$ cat src/rtl/jt053244_drq.sv
`default_nettype none
// +--------------------------------------------------------------------------+
// | jt053244_drq: draw-request FIFO and start/busy scheduler between the      |
// | k053244 scanner and the line drawer. Optional: JT053244_DRQ_STATS_EN.     |
// | Revision: 1.0                                                            |
// +--------------------------------------------------------------------------+
module jt053244_drq #(
  parameter int DEPTH = 4,
  parameter int CW    = 52,
  parameter int TOUT  = 3
) (
  input  logic                   clk,
  input  logic                   rst,
  input  logic                   cen,
  input  logic                   hs,
  input  logic                   in_start,
  input  logic [CW-1:0]          in_cmd,
  output logic                   in_busy,
  output logic                   dr_start,
  output logic [CW-1:0]          dr_cmd,
  input  logic                   dr_busy,
  output logic [$clog2(DEPTH):0] qlevel,
  output logic                   ovf
`ifdef JT053244_DRQ_STATS_EN
  ,
  input  logic [7:0]             st_addr,
  output logic [7:0]             st_dout
`endif
);

  localparam int PW = $clog2(DEPTH);
  localparam int QW = PW + 1;
  localparam int TW = (TOUT < 1) ? 1 : $clog2(TOUT + 1);

  typedef enum logic [1:0] {
    IDLE      = 2'd0,
    ISSUE     = 2'd1,
    WAIT_ACK  = 2'd2,
    WAIT_DONE = 2'd3
  } state_t;

  logic [CW-1:0] mem_q [DEPTH];
  logic [PW-1:0] wptr_q, rptr_q;
  logic [QW-1:0] cnt_q, cnt_d;
  logic [TW-1:0] tcnt_q, tcnt_inc;
  state_t        state_q;
  logic          dr_start_q, in_busy_q, ovf_q, hs_q;
  logic [CW-1:0] dr_cmd_q;
  logic          flush, full, empty, do_wr, do_drop, do_pop;

  // Fullness is judged on the pre-update count, so a same-cycle pop never frees a slot.
  always_comb begin
    flush    = hs & ~hs_q;
    full     = (cnt_q == QW'(DEPTH));
    empty    = (cnt_q == '0);
    do_wr    = in_start & ~full & ~flush;
    do_drop  = in_start & full & ~flush;
    do_pop   = (state_q == IDLE) & ~empty & ~dr_busy & ~flush;
    tcnt_inc = tcnt_q + TW'(1);
    cnt_d    = cnt_q;
    if (flush)
      cnt_d = '0;
    else if (do_wr && !do_pop)
      cnt_d = cnt_q + QW'(1);
    else if (!do_wr && do_pop)
      cnt_d = cnt_q - QW'(1);
  end

  always_ff @(posedge clk) begin
    if (cen && do_wr)
      mem_q[wptr_q] <= in_cmd;
  end

  always_ff @(posedge clk) begin
    if (rst) begin
      wptr_q     <= '0;
      rptr_q     <= '0;
      cnt_q      <= '0;
      tcnt_q     <= '0;
      state_q    <= IDLE;
      dr_start_q <= 1'b0;
      dr_cmd_q   <= '0;
      in_busy_q  <= 1'b0;
      ovf_q      <= 1'b0;
      hs_q       <= 1'b0;
    end else if (cen) begin
      hs_q      <= hs;
      cnt_q     <= cnt_d;
      in_busy_q <= (cnt_d == QW'(DEPTH));
      ovf_q     <= flush ? 1'b0 : (ovf_q | do_drop);
      if (flush) begin
        wptr_q <= '0;
        rptr_q <= '0;
      end else begin
        if (do_wr)  wptr_q <= wptr_q + PW'(1);
        if (do_pop) rptr_q <= rptr_q + PW'(1);
      end
      // A flush never aborts the handshake already under way.
      case (state_q)
        IDLE: begin
          if (do_pop) begin
            dr_cmd_q   <= mem_q[rptr_q];
            dr_start_q <= 1'b1;
            state_q    <= ISSUE;
          end
        end
        ISSUE: begin
          dr_start_q <= 1'b0;
          tcnt_q     <= '0;
          state_q    <= WAIT_ACK;
        end
        WAIT_ACK: begin
          if (dr_busy) begin
            state_q <= WAIT_DONE;
          end else begin
            tcnt_q <= tcnt_inc;
            if (tcnt_inc == TW'(TOUT))
              state_q <= IDLE;
          end
        end
        WAIT_DONE: begin
          if (!dr_busy)
            state_q <= IDLE;
        end
        default: state_q <= IDLE;
      endcase
    end
  end

  assign in_busy  = in_busy_q;
  assign dr_start = dr_start_q;
  assign dr_cmd   = dr_cmd_q;
  assign qlevel   = cnt_q;
  assign ovf      = ovf_q;

`ifdef JT053244_DRQ_STATS_EN
  logic [7:0]    drops_q, iss_cur_q, iss_last_q, st_dout_q;
  logic [QW-1:0] peak_cur_q, peak_last_q;
  logic          unused_st_addr;

  assign unused_st_addr = ^st_addr[7:2];

  always_ff @(posedge clk) begin
    if (rst) begin
      drops_q     <= '0;
      iss_cur_q   <= '0;
      iss_last_q  <= '0;
      peak_cur_q  <= '0;
      peak_last_q <= '0;
      st_dout_q   <= '0;
    end else begin
      case (st_addr[1:0])
        2'd0:    st_dout_q <= drops_q;
        2'd1:    st_dout_q <= iss_last_q;
        2'd2:    st_dout_q <= 8'(peak_last_q);
        default: st_dout_q <= {ovf_q, state_q, 5'(cnt_q)};
      endcase
      if (cen) begin
        if (flush) begin
          drops_q     <= '0;
          iss_last_q  <= iss_cur_q;
          iss_cur_q   <= '0;
          peak_last_q <= peak_cur_q;
          peak_cur_q  <= '0;
        end else begin
          if (do_drop && drops_q != 8'hff)  drops_q   <= drops_q + 8'd1;
          if (do_pop && iss_cur_q != 8'hff) iss_cur_q <= iss_cur_q + 8'd1;
          if (cnt_d > peak_cur_q)           peak_cur_q <= cnt_d;
        end
      end
    end
  end

  assign st_dout = st_dout_q;
`endif

endmodule
`default_nettype wire

$ cat config.mk
export PLATFORM = sky130hd
export DESIGN_NAME = jt053244_drq
export DESIGN_NICKNAME = d
export VERILOG_FILES = /design/src/rtl/jt053244_drq.sv
export SDC_FILE = /design/constraint.sdc
export NUM_CORES = 1
export LEC_CHECK = 0
export CAP_MARGIN = 20
export CORE_MARGIN = 1.5
export CORE_UTILIZATION = 45
export CTS_BUF_LIST = sky130_fd_sc_hd__clkbuf_8
export DETAILED_ROUTE_END_ITERATION = 12
export HOLD_SLACK_MARGIN = 0.15
export PLACE_DENSITY_LB_ADDON = 0.1
export SLEW_MARGIN = 5
export SYNTH_ARGS = -nofsm -noshare
export SYNTH_HDL_FRONTEND = slang
export SYNTH_SLANG_ARGS = --single-unit
$ cat constraint.sdc
create_clock -name clk -period 7.7 [get_ports clk]
set_input_delay 1.155 -clock clk [delete_from_list [all_inputs] [get_ports clk]]
set_output_delay 1.155 -clock clk [all_outputs]
set_load 0.02 [all_outputs]
Yosys cells after proc, flatten, opt, wreduce, memory -nomap -nowiden
Memory sizes are Yosys's and may differ from the RTL's. A register that Yosys moved wholly into a read port is not among the register bits.
Cells that the tools add are included.

storage, ports and cells
  register bits after elaboration = 15
  RAM bits = 208
  bits of input ports = 58
  output and inout bits = 58
  logic and storage cells = 75
  memories kept = 1

operators by class
  add/subtract/negate cells = 5
  eq/ne operators = 10
  mux-type cells = 19
  bitwise logic cells = 14
  reduce and logical (&&, ||, !) cells = 17

memories
  memory  depth  bits a word  read ports  clocked after Yosys merged registers in  write ports  line  RTL
  mem_q   4      52           1           1                                        1            42    logic [CW-1:0] mem_q [DEPTH];

operators with widths
  cell                   number
  $mux W2                9
  $mux W3                3
  $reduce_and A3 Y1      3
  $and A1 B1 Y1          8
  $pmux W2 S4            1
  $reduce_bool A2 Y1     4
  $add A2 B1 Y2 const B  3
  $eq A2 B2 Y1 const B   3
  $eq A3 B3 Y1 const B   2
  $ne A2 B2 Y1 const B   3
  $not A1 Y1             5
  $mux W1                4
  $pmux W2 S2            1
  $reduce_and A2 Y1      2
  $reduce_and A4 Y1      1
  $add A3 B1 Y3 const B  1
  $logic_and A1 B1 Y1    3
  $logic_not A3 Y1       1
  $ne A3 B3 Y1 const B   1
  $sub A3 B1 Y3 const B  1
  $eq A2 B1 Y1 const B   1
  $logic_not A1 Y1       2
  $logic_not A2 Y1       1
  $pmux W1 S2            1
  $or A1 B1 Y1           1

Logic depth before layout (Yosys ltp)
  word-level depth = 10
  mapped depth = 9
  depth with buffers taken out = 7

Least setup slack after synthesis
OpenSTA, ideal clock, no wires.

  kind = input to register
  from = input cen
  to = memory mem_q[0][0], enable pin
  arrival time = 3079 ps
  setup slack = 4206 ps
  stages on the path = 4
  buffers on the path = 1
  path through = clkbuf_1 > nand2_1 > nor2_1 > and2_1

between the ends
  longest elaborated chain between the ends = 3

ends and longest elaborated chain
  element                        line  RTL
  start: declaration             14    input logic cen,
  $logic_and A1 B1 Y1            70    if (cen && do_wr)
  $mux W1                        70
  $mux W1 (implied by the code)  71    mem_q[wptr_q] <= in_cmd;
  end: declaration               42

Every way passes these cells.

Final worst setup path
  from = input cen
  to = memory mem_q[3][49], enable pin

The elaborated chain is that of the path after synthesis.

==> results.toml <==
[outcome]
status = "complete, no violations"

[power_and_ir_drop]
p_sw_share_pct = 21.67
max-vdd-ir-drop_mv = 0.1223
pwr-share-seq_pct = 56.4
power.internal_mw = 2.258
switchingPower_uw = 624.6
power-per-cell-area_nw_per_um2 = 229.8
pwr-share-comb_pct = 5.2
power_leakage_nw = 3.986
p_clk_share_pct = 38.4

[placement]
hpwlAfterDp_mm = 11.35
detailedPlace.worstSlack_ps = 3679
port_buffers = 115
gp_routability_congestion = 0.7882
place.detailed.instances = 1004

[clocking]
root_buffer = "clkbuf_8"
numClockSinks = 275
htree_num_levels = 2
clock_tree_from_tritoncts = "yes"
cts_post_setup_buffers_inserted = 0
cts_resized = 0
cts.clk_slew.worst_paths_ps = 50
cts-root-to-sink-buffers = 3
clk_latency_ps = 540
numCtsBuffers = 45
cts.hold.buffers_added = 0

[setup_path]
worst_ep_arrival_time_ps = 3630
critical-path-max-stage-delay_ps = 920
worst_ep_required_ps = 7840
timing.critical_path.cells = "clkdlybuf4s50_1 > nand2_1 > nor2_1 > and2_4"
ff2ff_path_depth = 6
crit_path_kind = "primary input to flop"
crit_fanout = 52
slowest_stage = "clkdlybuf4s50_1"
crit_path_start_kind = "primary input"
cp-end-kind = "flop"

[die]
fp.dieH_um = 154.8
row_count = 55
placeableCoreArea_um2 = 22640
io_pins = 116
floorplan.die.width_um = 154.8
floorplan.die_area_um2 = 23960
start_util_pct = 45.79

[routing]
detail_route.wirelength_mm = 20.49
drc = 0
antenna_violating_nets_post_route = 0
met3WireLength_mm = 1.121
viasPerCell = 5.316
routed.top_layer = "met5"
detail_route.first_pass.iterations = 4
wl_met2_mm = 10.58
detail_route.iter0.violations = 243
routed_wire_length_per_instance_um = 18.87
met1Wirelength_mm = 8.483
routed_vias = 5773

[layout]
num-fill-cells = 1837
final_net_count = 832
ff_latch_area_um2 = 7595
fin_cells = 1086
drive_gt1_share_pct = 15.38
synthToLayoutAreaGrowth_pct = 20.99
multi_input_area_um2 = 2599

[global_route]
wire_length_of_the_first_global_routing_pass_mm = 32.76
largest_net_degree_at_the_start_of_global_routing = 73
grt_pass1_vias = 6162
antenna_found_initial = 1
grt.overflow.total = 0
globalRouteTotalUtil_pct = 17.81

[timing]
finClkSkew_ps = 16.40
timing_max_transition_violations_final = 0
final.period_utilization_pct = 45.27
final-setup-viol-count = 0
timing.final.ws_setup_ps = 4214
hold_violations = 0
achievable-frequency_mhz = 286.9
worst_pin_slew_ps = 933.4
slew_headroom_pct = 37.65
unrepaired_setup_endpoints_after_global_routing = "no"
total_negative_setup_slacks_ps = 0
finalWorstPathRequiredPeriod_ps = 3486

[hold_path]
hold_class = "flop to flop"
min_delay_path_depth = 2

[yosys]
ys_ff_latch = 275
synth-seq-area-share_pct = 73.18
ys_dominant_reg_cell = "edfxtp_1"
synthesis.area_um2 = 10370
synthCells = 641
synth_edf_count = 208
asyncSetResetFlopFracSynth_pct = 0
synth.lib_cells_used.distinct = 54
synth.avg_cell_area_um2 = 16.17
syn-num-nets = 707
yosysWarningCount = 0

[job]
max_cap_violations = 0
-- metrics by stage --
| stage | util [%] | hold slack, ps | power [mW] | area (µm²) |
|---|---|---|---|---|
| finish | 55.40 | 451.1 | 2.883 | 12540 |
| floorplan | - | 454.4 | 1.736 | 10370 |
| CTS | 55.39 | 454.2 | 2.919 | 12540 |
| global route | 55.39 | 473.5 | 2.996 | 12540 |
| global placement | 51.89 | 443.0 | 1.802 | 11750 |
| detailed placement | 51.89 | 446.4 | 1.809 | 11750 |
-- state kept, by name, indices dropped and copies added, names as in the netlist --
name / flops
dr_cmd: 52
hs_q: 1
wptr_q: 2
tcnt_q: 2
mem_q: 208
rptr_q: 2
in_busy: 1
state_q: 2
dr_start: 1
qlevel: 3
ovf: 1
-- cells in the mapped netlist (all sizes together) (2+ instances only) --
| cell type | count | area (µm²) |
|---|---|---|
| buf | 18 | 95.09 |
| o211ai | 2 | 15.01 |
| nor2 | 21 | 78.83 |
| and2 | 4 | 25.02 |
| nand3b | 2 | 15.01 |
| nor3 | 3 | 26.28 |
| a21bo | 2 | 20.02 |
| nand4b | 2 | 17.52 |
| mux2i | 2 | 20.02 |
| nand4 | 2 | 18.77 |
| or4b | 2 | 23.77 |
| o311ai | 3 | 26.28 |
| a22oi | 2 | 15.01 |
| o21ai | 8 | 40.04 |
| or4 | 2 | 15.01 |
| mux2 | 2 | 22.52 |
| nand2b | 5 | 31.28 |
| clkbuf | 22 | 82.58 |
| a21oi | 59 | 295.3 |
| nand2 | 114 | 427.9 |
| ha | 8 | 100.1 |
| dfxtp | 67 | 1341 |
| inv | 8 | 30.03 |
| mux4 | 52 | 1171 |
| edfxtp | 208 | 6246 |
-- final timing paths --
| check | from | end | slack [ps] |
|---|---|---|---|
| setup reg to reg | qlevel[0] | mem_q[3][49] | 4840 |
| hold reg to reg | dr_cmd[1] | dr_cmd[1] | 450 |
| setup / recovery | cen | mem_q[3][49] | 4210 |
| hold / removal | dr_cmd[1] | dr_cmd[1] | 450 |
-- metal layers --
layer,GRT usage [%],vias to the layer above
met2,31.02,141
li1,-,2697
met1,22.25,2909
met5,0,-
met3,4.007,24
met4,5.586,2
-- power groups by stage --
stage / sequential [mW] / combinational [mW] / clock (mW)
4_1_cts: 1.63 / 0.151 / 1.14
5_1_grt: 1.63 / 0.163 / 1.20
3_5_place_dp: 1.66 / 0.151 / 0
3_3_place_gp: 1.66 / 0.146 / 0
2_1_floorplan: 1.66 / 0.0751 / 0
6_report: 1.63 / 0.150 / 1.11
-- worst max-delay path, delay by kind of cell --
kind / cells / cell delay [ps]
buffers and inverters: 1 / 920
AND/OR/NAND/NOR: 3 / 1520
-- cell type report --
cell class,instances,share of cell area [%]
Antenna cell,1,0.01995
Timing Repair Buffer,118,9.317
Tap cell,285,2.843
Clock inverter,33,1.047
Multi-Input combinational cell,318,20.72
Clock buffer,48,5.267
Sequential cell,275,60.55
Inverter,8,0.2394
-- cells in the final DEF, fill, tap and decap left out, types with 2 or more instances in the layout --
cell type	count
clkinv_1	11
o211ai_1	2
dfxtp_4	2
or4_1	2
nand3b_1	2
clkbuf_8	48
edfxtp_1	208
nand4b_1	2
dfxtp_1	65
ha_1	8
a22oi_1	2
clkinv_2	2
o311ai_1	2
a21oi_1	59
mux4_2	52
buf_4	3
a21bo_2	2
clkdlybuf4s50_1	114
o21ai_0	8
nor2_1	20
and2_4	4
mux2i_1	2
nand2b_1	5
nor3_1	2
inv_1	27
nand2_1	114
-- cells by family after synthesis --
family | after synthesis | share of synthesized area (%)
AND/OR/NAND/NOR | 164 | 7.000
adder cells (fa/ha/maj) | 8 | 0.9655
buffers and inverters | 48 | 2.003
AO/OA/AOI/OAI | 90 | 5.141
flip-flops | 275 | 73.18
multiplexers | 56 | 11.71
Power figures use the tool's default switching activity.
